`src/rtl/mult_sched.sv`:
```
// mult_sched: scheduler and sequencer for the shared iterative multiplier.
// Arbitrates MULT/MULTU requests from two issue slots (slot 0 is older and
// wins ties), runs a shift-add engine over the magnitudes, applies the sign
// in a final FIX cycle and owns the architectural HI/LO registers.
// Optional feature macro: MULT_EARLY_OUT_EN -- leave RUN as soon as the
// remaining multiplier bits are all zero.
//
// Handshake: a slot holds reqN high until it sees grantN high in the same
// cycle; the operands on aN/bN/signN are captured at the rising edge that
// ends that cycle, after which the slot may drop reqN.
module mult_sched #(
   parameter int WIDTH = 32
) (
   input  logic             clk,
   input  logic             rst_n,
   input  logic             req0,
   input  logic             req1,
   input  logic             sign0,
   input  logic             sign1,
   input  logic [WIDTH-1:0] a0,
   input  logic [WIDTH-1:0] b0,
   input  logic [WIDTH-1:0] a1,
   input  logic [WIDTH-1:0] b1,
   output logic             grant0,
   output logic             grant1,
   input  logic             rd_req,
   output logic             rd_stall,
   output logic             busy,
   output logic [WIDTH-1:0] hi,
   output logic [WIDTH-1:0] lo
);

   localparam int CW = $clog2(WIDTH + 1);
   localparam logic [CW-1:0] CNT_LAST = CW'(WIDTH - 1);

   typedef enum logic [1:0] {
      IDLE = 2'd0,
      RUN  = 2'd1,
      FIX  = 2'd2
   } state_t;

   state_t               state_q, state_d;
   logic [2*WIDTH-1:0]   mcand_q;
   logic [WIDTH-1:0]     mplier_q;
   logic [2*WIDTH-1:0]   acc_q;
   logic [CW-1:0]        cnt_q;
   logic                 neg_q;

   // Selected operands of the winning slot and their magnitudes.
   logic                 sel_sign;
   logic [WIDTH-1:0]     sel_a, sel_b;
   logic [WIDTH-1:0]     abs_a, abs_b;
   logic                 any_grant;
   logic                 run_done;
   logic [WIDTH-1:0]     mplier_shifted;

   // Arbitration: only in IDLE, never while reset is asserted, slot 0 first.
   always_comb begin
      grant0 = 1'b0;
      grant1 = 1'b0;
      if (rst_n && (state_q == IDLE)) begin
         grant0 = req0;
         grant1 = req1 & ~req0;
      end
   end

   // Operand mux and magnitude (two's-complement negate when signed and negative).
   always_comb begin
      any_grant = grant0 | grant1;
      sel_sign  = grant0 ? sign0 : sign1;
      sel_a     = grant0 ? a0 : a1;
      sel_b     = grant0 ? b0 : b1;
      abs_a     = (sel_sign && sel_a[WIDTH-1]) ? (~sel_a + 1'b1) : sel_a;
      abs_b     = (sel_sign && sel_b[WIDTH-1]) ? (~sel_b + 1'b1) : sel_b;
   end

   // RUN termination: fixed W cycles, or earlier once no multiplier bits remain.
   always_comb begin
      mplier_shifted = mplier_q >> 1;
`ifdef MULT_EARLY_OUT_EN
      run_done = (cnt_q == CNT_LAST) || (mplier_shifted == '0);
`else
      run_done = (cnt_q == CNT_LAST);
`endif
   end

   // Next-state logic for the sequencer.
   always_comb begin
      state_d = state_q;
      case (state_q)
         IDLE:    if (any_grant) state_d = RUN;
         RUN:     if (run_done)  state_d = FIX;
         FIX:     state_d = IDLE;
         default: state_d = IDLE;
      endcase
   end

   // State register; reset discards any in-flight product.
   always_ff @(posedge clk or negedge rst_n) begin
      if (!rst_n) state_q <= IDLE;
      else        state_q <= state_d;
   end

   // Shift-add datapath: load on grant, accumulate/shift in RUN.
   always_ff @(posedge clk or negedge rst_n) begin
      if (!rst_n) begin
         mcand_q  <= '0;
         mplier_q <= '0;
         acc_q    <= '0;
         cnt_q    <= '0;
         neg_q    <= 1'b0;
      end else if (state_q == IDLE) begin
         if (any_grant) begin
            mcand_q  <= {{WIDTH{1'b0}}, abs_a};
            mplier_q <= abs_b;
            acc_q    <= '0;
            cnt_q    <= '0;
            neg_q    <= sel_sign & (sel_a[WIDTH-1] ^ sel_b[WIDTH-1]);
         end
      end else if (state_q == RUN) begin
         if (mplier_q[0]) acc_q <= acc_q + mcand_q;
         mcand_q  <= mcand_q << 1;
         mplier_q <= mplier_shifted;
         cnt_q    <= cnt_q + 1'b1;
      end
   end

   // HI/LO write in FIX, with the sign applied to the magnitude product.
   always_ff @(posedge clk or negedge rst_n) begin
      if (!rst_n) begin
         hi <= '0;
         lo <= '0;
      end else if (state_q == FIX) begin
         {hi, lo} <= neg_q ? (~acc_q + 1'b1) : acc_q;
      end
   end

   // Status outputs: busy outside IDLE, hold MFHI/MFLO while busy.
   always_comb begin
      busy     = (state_q != IDLE);
      rd_stall = rd_req & (state_q != IDLE);
   end

endmodule

```
`config.mk`:
```
export PLATFORM = sky130hd
export DESIGN_NAME = mult_sched
export DESIGN_NICKNAME = d
export VERILOG_FILES = /design/src/rtl/mult_sched.sv
export SDC_FILE = /design/constraint.sdc
export NUM_CORES = 1
export LEC_CHECK = 0
export BUFFER_PORTS_ARGS = -buffer_cell sky130_fd_sc_hd__buf_2
export CORE_AREA = 5 5 196 151
export CTS_BUF_LIST = sky130_fd_sc_hd__clkbuf_16
export DETAILED_ROUTE_END_ITERATION = 10
export DIE_AREA = 0 0 201 156
export GPL_TIMING_DRIVEN = 0
export HOLD_SLACK_MARGIN = 0.12
export PLACE_DENSITY = 0.79
export SYNTH_ARGS = -nofsm -noshare
export SYNTH_HDL_FRONTEND = slang
export SYNTH_SLANG_ARGS = --single-unit
```
`constraint.sdc`:
```
create_clock -name clk -period 8.1 [get_ports clk]
set_clock_uncertainty 0.1 [all_clocks]
set_input_delay 0.405 -clock clk [delete_from_list [all_inputs] [get_ports clk]]
set_output_delay 0.405 -clock clk [all_outputs]
set_load 0.005 [all_outputs]
```
======== After elaboration in Yosys (flattened, before gate mapping) ========
Index checks and enable logic that the tools add are counted.
operators by class
  add/sub/neg operators ................... 5
  equality and inequality tests ........... 5
  multiplexer cells ....................... 24
  bitwise logic cells ..................... 9
  reductions and logical operators ........ 11
operator list
  operator                                                                count
  64-bit 2-to-1 mux                                                       8
  32-bit 2-to-1 mux                                                       7
  32-bit by 1-bit adder with 32-bit output (second input constant)        2
  64-bit by 1-bit adder with 64-bit output (second input constant)        1
  64-bit adder                                                            1
  32-bit inverter                                                         2
  64-bit inverter                                                         1
  6-bit 2-to-1 mux                                                        3
  6-bit by 1-bit adder with 6-bit output (second input constant)          1
  6-bit by 5-bit equality test with 1-bit output (second input constant)  1
  2-bit AND reduction                                                     3
  2-bit nonzero test                                                      3
  2-bit 2-to-1 mux                                                        2
  2-bit != test (second input constant)                                   2
  2-bit one-hot mux with 2 select lines                                   1
  1-bit AND                                                               3
  1-bit logical AND                                                       3
  1-bit 2-to-1 mux                                                        3
  3-bit AND reduction                                                     1
  2-bit by 1-bit equality test with 1-bit output (second input constant)  1
  2-bit equality test (second input constant)                             1
  2-bit logical NOT                                                       1
  1-bit inverter                                                          1
  1-bit OR                                                                1
  1-bit XOR                                                               1
storage, ports and cells
  register bits ........................... 233
  bits of input ports ..................... 135
  output and inout bits ................... 68

======== Depth between registers and ports, before layout ========
Gate-level depths: netlist of the first run.
  depth in word-level cells ............... 9
  gate-level depth with buffers ........... 19

======== Worst setup path after synthesis of the first run ========
No wires, ideal clock.
  path type ............................... reg2reg
  from .................................... register state_q[0]
  to ...................................... register mcand_q[26]
  setup time .............................. 129 ps
  data arrival time ....................... 4,652 ps
  data required time ...................... 7,871 ps
  setup slack ............................. 3,220 ps
  stages on the path, launching flop included .. 20
  buffers on the path ..................... 8
  period minus slack after synthesis ...... 4,880 ps
  cell sequence ........................... dfrtp_1 > clkbuf_1 > nand4bb_1 > buf_2 > buf_2 > buf_2 > buf_2 > buf_2 > clkbuf_1 > clkbuf_1 > mux2i_1 > ha_1 > nand4_1 > a2111oi_0 > and2_1 > a31oi_1 > xor2_1 > nor2_1 > a21oi_1 > o21ai_1
between the ends
  cells in the longest elaborated chain, start to end .. 9
ends and longest elaborated chain
  what                                      RTL line  RTL
  from (decl)                               42        state_t state_q, state_d;
  from (signal assigned)                    101       else state_q <= state_d;
  2-bit logical NOT                         61, 112
  1-bit logical AND                         61        if (rst_n && (state_q == IDLE)) begin
  1-bit 2-to-1 mux                          61
  32-bit 2-to-1 mux                         71        sel_a = grant0 ? a0 : a1;
  32-bit inverter                           73        abs_a = (sel_sign && sel_a[WIDTH-1]) ? (~sel_a + 1'b1) : sel_a;
  32-bit by 1-bit adder with 32-bit output  73
  32-bit 2-to-1 mux                         73
  64-bit 2-to-1 mux                         113       if (any_grant) begin
  64-bit 2-to-1 mux                         112       end else if (state_q == IDLE) begin
  to (signal assigned)                      114       mcand_q <= {{WIDTH{1'b0}}, abs_a};
  to (signal assigned)                      122       mcand_q <= mcand_q << 1;
  to (decl)                                 43        logic [2*WIDTH-1:0] mcand_q;
Parallel ways exist; a longest one is shown, timed or not. The select of a mux whose other input is x is not followed.
A chain may end at the register's enable or synchronous reset.

======== Worst setup path in the final report of the first run ========
  from .................................... input port rst_n
  to ...................................... register mcand_q[28]
between the ends
  cells in the longest elaborated chain, start to end .. 8
ends and longest elaborated chain
  what                                      RTL line  RTL
  from (decl)                               15        input logic rst_n,
  1-bit logical AND *                       61
  1-bit 2-to-1 mux                          61
  32-bit 2-to-1 mux                         71
  32-bit inverter                           73
  32-bit by 1-bit adder with 32-bit output  73
  32-bit 2-to-1 mux                         73
  64-bit 2-to-1 mux                         113
  64-bit 2-to-1 mux                         112
Every way passes the cells marked *; elsewhere a longest branch is shown, timed or not. The select of a mux whose other input is x is not followed.

==> metrics.txt, run 1 <==
Post-synth top cells=nand2_1 (285), dfrtp_1 (233), o21ai_0 (227); Worst Setup Start Kind=input port; R2R Path Start=state_q[1]; RSZ-0062 raised after global routing=false; FF/Latch Area=0.005831 sq mm; DRC Markers=0; setup violators final=0; status=completed; Post-synth EDFFs=0; Routed WL=55090 microns; core area=0.02752 sq mm; Placer Congestion=0.9741; area leader, netlist=dfrtp_1; Multi-input gate area=0.009761 sq mm; fillers=2386; ANT nets after route=0; Syn Nets=2128; most numerous cell in the Yosys netlist=nand2_1; total CTS buffers=24; Port Buffers=202; Die Y=156 microns; antenna cells=0; Layout Utilization=0.6697; Rows=53; Initial Util=0.5863; Synth Warn #=0; die area=0.03136 sq mm; syn avg cell area=8.382 sq um; Final Critical Period=7.017 ns; Worst Hold Path EP=mplier_q[31]; WP data arrival=7.36 ns; Design Power=0.007370 W; vias in the first global route=15497; Max Cap Viol=0; placed cell count=2487; Top FF cell, synth=dfrtp_1; H-tree depth=1; Worst Max-Slew Pin Slew=1.217 ns; hold path depth=3; register area share after synthesis=0.3614; Fin. Hold Viols=0; clock net sink count=233; global-route wire length before repair=85640 microns; initial drt markers=1614; Static Leakage=8.552 nW; Final period util=0.8663; cells after synthesis=1925; Worst-path clk slew=0.06 ns; root buffer cell=clkbuf_16; FMAX=142.5 MHz; Distinct cells, synth=73; Max Slew Vio Count=0; routed via count=16188; clk_lat worst skew=0.53 ns; ys async rst share=1.000; post-DR vias/cell=6.396; Tot GR Track Use=0.3397; clock buffer depth=3; Die X=201 microns; nature of the critical path endpoint=flop; initial antenna violation count=0; Worst Hold Launch=b1[31]; proportion of layout cells with a drive suffix above 1=0.1256; pwr/cell area=399.9 mW/mm^2; Nets=2360; slew margin rel.=0.1834; Top Ports=203; CTS tree=built; critical path class=in -> reg; Layout area overhead=14.23%; Finished Layout Cells=2531; Post-Syn Area=0.01614 sq mm; Worst Hold Slack=0.1309 ns; Critical Path Fanout Max=92; maximum vdd drop=0.3027 mV; detail-routed net length per standard cell=21.77 microns; critical path required time=8.44 ns; PostCTS Resize Cnt=0; Reg2Reg Depth=19; reg-to-reg slack, setup=1.45 ns; Yosys reg bits=233; dpl hpwl=43300 microns; Setup TNS=0 ns; DR pass1 iterations=5; FF-to-FF End=mcand_q[28]; remaining global-route overflow=0; Synth area leaders=dfrtp_1 (36%), o21ai_0 (7.0%), nand2_1 (6.6%), xor2_1 (6.5%), ha_1 (5.2%); Hold Path Class=in -> reg; share of the synthesized area in the top cell type=0.3614; pin count of the biggest net entering global routing=93
==> how the worst max path moves through the flow <==
stage | endpoint | slack, ns | startpoint | cells past startpoint
5_1_grt | mcand_q[28] | 0.70 | rst_n | 21
3_3_place_gp | mcand_q[28] | -1.82 | rst_n | 18
2_1_floorplan | mcand_q[26] | 3.22 | state_q[0] | 19
4_1_cts | mcand_q[28] | 1.23 | rst_n | 21
6_report | mcand_q[28] | 1.08 | rst_n | 21
3_5_place_dp | mcand_q[28] | 1.36 | rst_n | 20
==> routing by layer <==
layer	wire, microns	up-vias	track usage
met2	22930	783	0.4978
met5	0	-	0
met1	24670	7861	0.5043
li1	-	7453	-
met4	1033	0	0.06551
met3	6452	91	0.1014
==> kinds of logic after synthesis <==
group	count (synthesis)	synth area share
compound gates	628	0.2402
xor+xnor	180	0.09770
fa+ha+maj	68	0.05319
buf+inv	140	0.03381
flops	233	0.3614
mux	62	0.03854
simple gates	614	0.1752
==> flip-flops by register name (all words and copies together) (netlist names) <==
name	count
cnt_q	6
mcand_q	64
state_q	2
lo	32
neg_q	1
mplier_q	32
acc_q	64
hi	32
==> power breakdown <==
group          switching [W]  internal (W)
Combinational        0.00259       0.00155
Sequential          0.000544       0.00160
Clock               0.000468      0.000618
Total                0.00360       0.00377
==> layout make-up <==
cell class | instances | share of cell area
Buffer | 109 | 0.02328
Clock buffer | 25 | 0.03394
Clock inverter | 18 | 0.006856
Inverter | 31 | 0.006313
Multi-Input combinational cell | 1552 | 0.5296
Sequential cell | 233 | 0.3163
Tap cell | 357 | 0.02423
Timing Repair Buffer | 206 | 0.05947
==> per-stage QoR <==
step                setup slack, ns  instance area, sq um
floorplan                     3.220                 16140
global placement             -1.820                 17590
detailed placement            1.363                 17670
CTS                           1.232                 18430
global route                 0.6977                 18430
finish                        1.083                 18430
==> timing repair <==
action,in CTS,in global routing
hold buffers,1,0
buffers inserted,0,0
endpoints found under the hold margin,76,0
==> worst max-delay path, cell delays in order <==
cell and delay (ns):
dlygate4sd3_1 0.57, buf_8 0.27, buf_16 0.30, nand4bb_1 0.20, buf_2 0.40, buf_2 0.39, buf_2 0.35, buf_2 0.34
buf_2 0.33, clkbuf_1 0.63, clkbuf_1 0.64, mux2i_1 0.37, ha_1 0.25, nand4_1 0.16, a2111oi_1 0.37, clkdlybuf4s18_2 0.32
and2_1 0.22, a31oi_1 0.13, xnor2_1 0.29, nor3_1 0.08, o21ai_0 0.21
==> cell usage in the layout (no fill, tap or decap), drive strengths merged, types with 35 or more instances in the layout <==
cell type,netlist,routed
a21o,37,37
a21oi,118,118
a22o,37,37
buf,20,224
clkbuf,89,114
dfrtp,233,233
ha,67,67
inv,30,35
mux2i,61,61
nand2,285,285
nor2,114,114
nor3,58,58
o21ai,236,236
o22ai,44,44
o31ai,35,35
xnor2,61,61
xor2,119,119
Power figures use the tool's default switching activity.
==> run 2, diff against run 1 <==
==> config.mk (replaced) <==
export PLATFORM = sky130hd
export DESIGN_NAME = mult_sched
export DESIGN_NICKNAME = d
export VERILOG_FILES = /design/src/rtl/mult_sched.sv
export SDC_FILE = /design/constraint.sdc
export NUM_CORES = 1
export LEC_CHECK = 0
export BUFFER_PORTS_ARGS = -buffer_cell sky130_fd_sc_hd__buf_2
export CORE_AREA = 5 5 190 146
export CTS_BUF_LIST = sky130_fd_sc_hd__clkbuf_16
export DETAILED_ROUTE_END_ITERATION = 10
export DIE_AREA = 0 0 195 151
export GPL_TIMING_DRIVEN = 0
export HOLD_SLACK_MARGIN = 0.02
export PLACE_DENSITY = 0.84
export SYNTH_ARGS = -nofsm -noshare
export SYNTH_HDL_FRONTEND = slang
export SYNTH_SLANG_ARGS = --single-unit
==> metrics.txt, run 2 (synthesis gave the netlist of run 1 again) <==
commonest non-fill, non-tap cell in the layout=nand2_1; Reg power frac=0.292 (about the same); Comb pwr share=0.548 (-0.013); root buffer cell=clkbuf_16; slew margin rel.=0.2195 (+0.03603); cell area after layout=0.01848 sq mm (+0.25%); die area=0.02945 sq mm (-6.1%); Multi-input gate area=0.009761 sq mm (unchanged); slowest CP cell=a2111oi_1; Sw Ratio=0.4845 (-0.003836); family with the most delay on the worst path=buffers and inverters; FF-to-FF End=mcand_q[22]; Worst Max-Slew Pin Slew=1.166 ns (-0.05020 ns); final worst slack=0.5411 ns (-0.5416 ns); WP data arrival=7.88 ns (+0.52 ns); Die X=195 microns (-3.0%); Fin. Hold Viols=0 (unchanged); Setup Fix Bufs, Post-CTS=0 (unchanged); proportion of layout cells with a drive suffix above 1=0.1278 (+0.002241); FF/Latch Area=0.005831 sq mm (unchanged); Worst Setup SP=rst_n; Tot GR Track Use=0.3550 (+0.01528); core area=0.02565 sq mm (-6.8%); Critical Path Fanout Max=119 (+29%); DRC Markers=0 (unchanged); Placer Congestion=0.9689 (-0.53%); clock net sink count=233 (unchanged); Final Critical Period=7.559 ns (+0.5416 ns); total CTS buffers=25 (+4.2%); clock buffer depth=3 (unchanged); Top Ports=203 (unchanged); Final period util=0.9332 (+0.06687); setup violators final=0 (unchanged); Routed WL=53330 microns (-3.2%); Nets=2359 (-0.042%); routed via count=16213 (+0.15%); Hold Path Class=in -> reg; reg-to-reg slack, setup=1.20 ns (-0.25 ns); Worst Hold Path EP=mplier_q[31]; Worst-path clk slew=0.06 ns (about the same); status=completed; maximum vdd drop=0.2547 mV (-16%); Top Registers=acc_q x64, mcand_q x64; Worst Hold Launch=b0[31]; critical path class=in -> reg; Clock Power Share=0.160 (+0.013); Max Slew Vio Count=0 (unchanged); R2R Path Start=state_q[1]; dpl hpwl=41650 microns (-3.8%); Reg2Reg Depth=19 (unchanged); fillers=2031 (-15%); Placed Area=0.01761 sq mm (-0.31%); P_sw=0.003614 W (+0.42%); RSZ-0062 raised after global routing=false; Internal Power=0.003845 W (+2.0%); remaining global-route overflow=0 (unchanged); FMAX=132.3 MHz (-7.2%); commonest cells after routing, fill and taps aside=nand2_1 (285), dfrtp_1 (233), o21ai_0 (227), buf_2 (208), xor2_1 (119); Die Y=151 microns (-3.2%); Buf/Inv on CP=10 (-1); worst-path cell chain=dlygate4sd3_1 > buf_8 > buf_16 > nand4bb_1 > buf_2 > buf_2 > buf_2 > buf_2 > buf_2 > clkbuf_1 > clkbuf_1 > mux2i_1 > ha_1 > nand4_1 > a2111oi_1 > and2_1 > a21oi_1 > xor2_1 > nand3_1 > o211ai_1 > nand2_1; pwr/cell area=403.7 mW/mm^2 (+0.96%); ANT nets after route=0 (unchanged); post-DR vias/cell=6.434 (+0.59%); DR pass1 iterations=5 (unchanged); Layout area overhead=14.52%; detail-routed net length per standard cell=21.16 microns (-2.8%); nature of the critical path endpoint=flop; pin count of the biggest net entering global routing=120 (+29%); H-tree depth=1 (unchanged); vias in the first global route=15350 (-0.95%); hold path depth=3 (unchanged); initial antenna violation count=0 (unchanged); clk_lat worst skew=0.54 ns (about the same); Initial Util=0.6290 (+0.04270); global-route wire length before repair=83810 microns (-2.1%); Critical Path Max Stage Delay=0.92 ns (+0.28 ns); initial drt markers=1663 (+3.0%); Port Buffers=202 (unchanged); critical path required time=8.42 ns (-0.02 ns); crit-path most repeated cell=buf_2; Max Cap Viol=0 (unchanged); CTS tree=built; Rows=51 (-3.8%); Worst Setup Start Kind=input port; Setup WS pre-CTS=0.6638 ns (-0.6991 ns); Static Leakage=8.557 nW (about the same)
## run 2: through the flow
stage	setup TNS (ns)	power (W)	instances	utilization	hold slack (ns)
2_1_floorplan	0	0.004902	1925	-	0.009409
3_3_place_gp	-13.35	0.005986	2471	0.6852	0.3573
3_5_place_dp	0	0.006118	2472	0.6867	0.3654
4_1_cts	0	0.007332	2519	0.7202	0.1164
5_1_grt	0	0.007983	2519	0.7202	0.1414
6_report	0	0.007460	2520	0.7203	0.1224
## run 2: repair_timing
action / 4_1_cts / 5_1_grt
setup endpoints to repair: 0 / 0
hold buffers: 1 / 0
hold endpoints to repair: 116 / 0
resized for setup: 0 / 0
## run 2: worst max-delay path by stage
stage                  end  slack [ns]  cells after the start
2_1_floorplan  mcand_q[26]        3.22                     19
3_3_place_gp   mcand_q[26]       -1.52                     19
3_5_place_dp   mcand_q[26]        0.66                     20
4_1_cts        mcand_q[28]        0.55                     20
5_1_grt        mcand_q[22]        0.22                     21
6_report       mcand_q[22]        0.54                     21
## run 2: routing by layer
metal,track usage,vias to the layer above,wire length (microns)
li1,-,7477,-
met1,0.5277,7773,23330
met2,0.5354,861,22700
met3,0.07272,102,5985
met4,0.09072,0,1321
met5,0,-,0
## run 2: worst reg2reg max path, cell delays in order, from the launching register on
cell       delay [ns]
dfrtp_1          0.32
clkbuf_1         0.38
nand4bb_1        0.19
buf_2            0.39
buf_2            0.39
buf_2            0.37
buf_2            0.34
buf_2            0.33
clkbuf_1         0.69
clkbuf_1         0.67
mux2i_1          0.36
ha_1             0.24
nand4_1          0.15
a2111oi_1        0.92
and2_1           0.35
a21oi_1          0.11
xor2_1           0.21
nand3_1          0.10
o211ai_1         0.12
nand2_1          0.07
## run 2: layout make-up
type	count	share of cell area
diodes	1	0.0001354
well taps	344	0.02329
clock inverters	21	0.01212
plain buffers	109	0.02323
repair buffers	204	0.05729
flip-flops and latches	233	0.3155
clock buffers	25	0.03386
multi-input cells	1552	0.5282
inverters	31	0.006297
## run 2: power by group through the flow
stage | clock [W] | sequential (W) | combinational, W
floorplan | 0 | 0.00194 | 0.00297
global placement | 0 | 0.00213 | 0.00385
detailed placement | 0 | 0.00215 | 0.00397
CTS | 0.00119 | 0.00214 | 0.00400
global route | 0.00125 | 0.00221 | 0.00452
finish | 0.00120 | 0.00217 | 0.00409
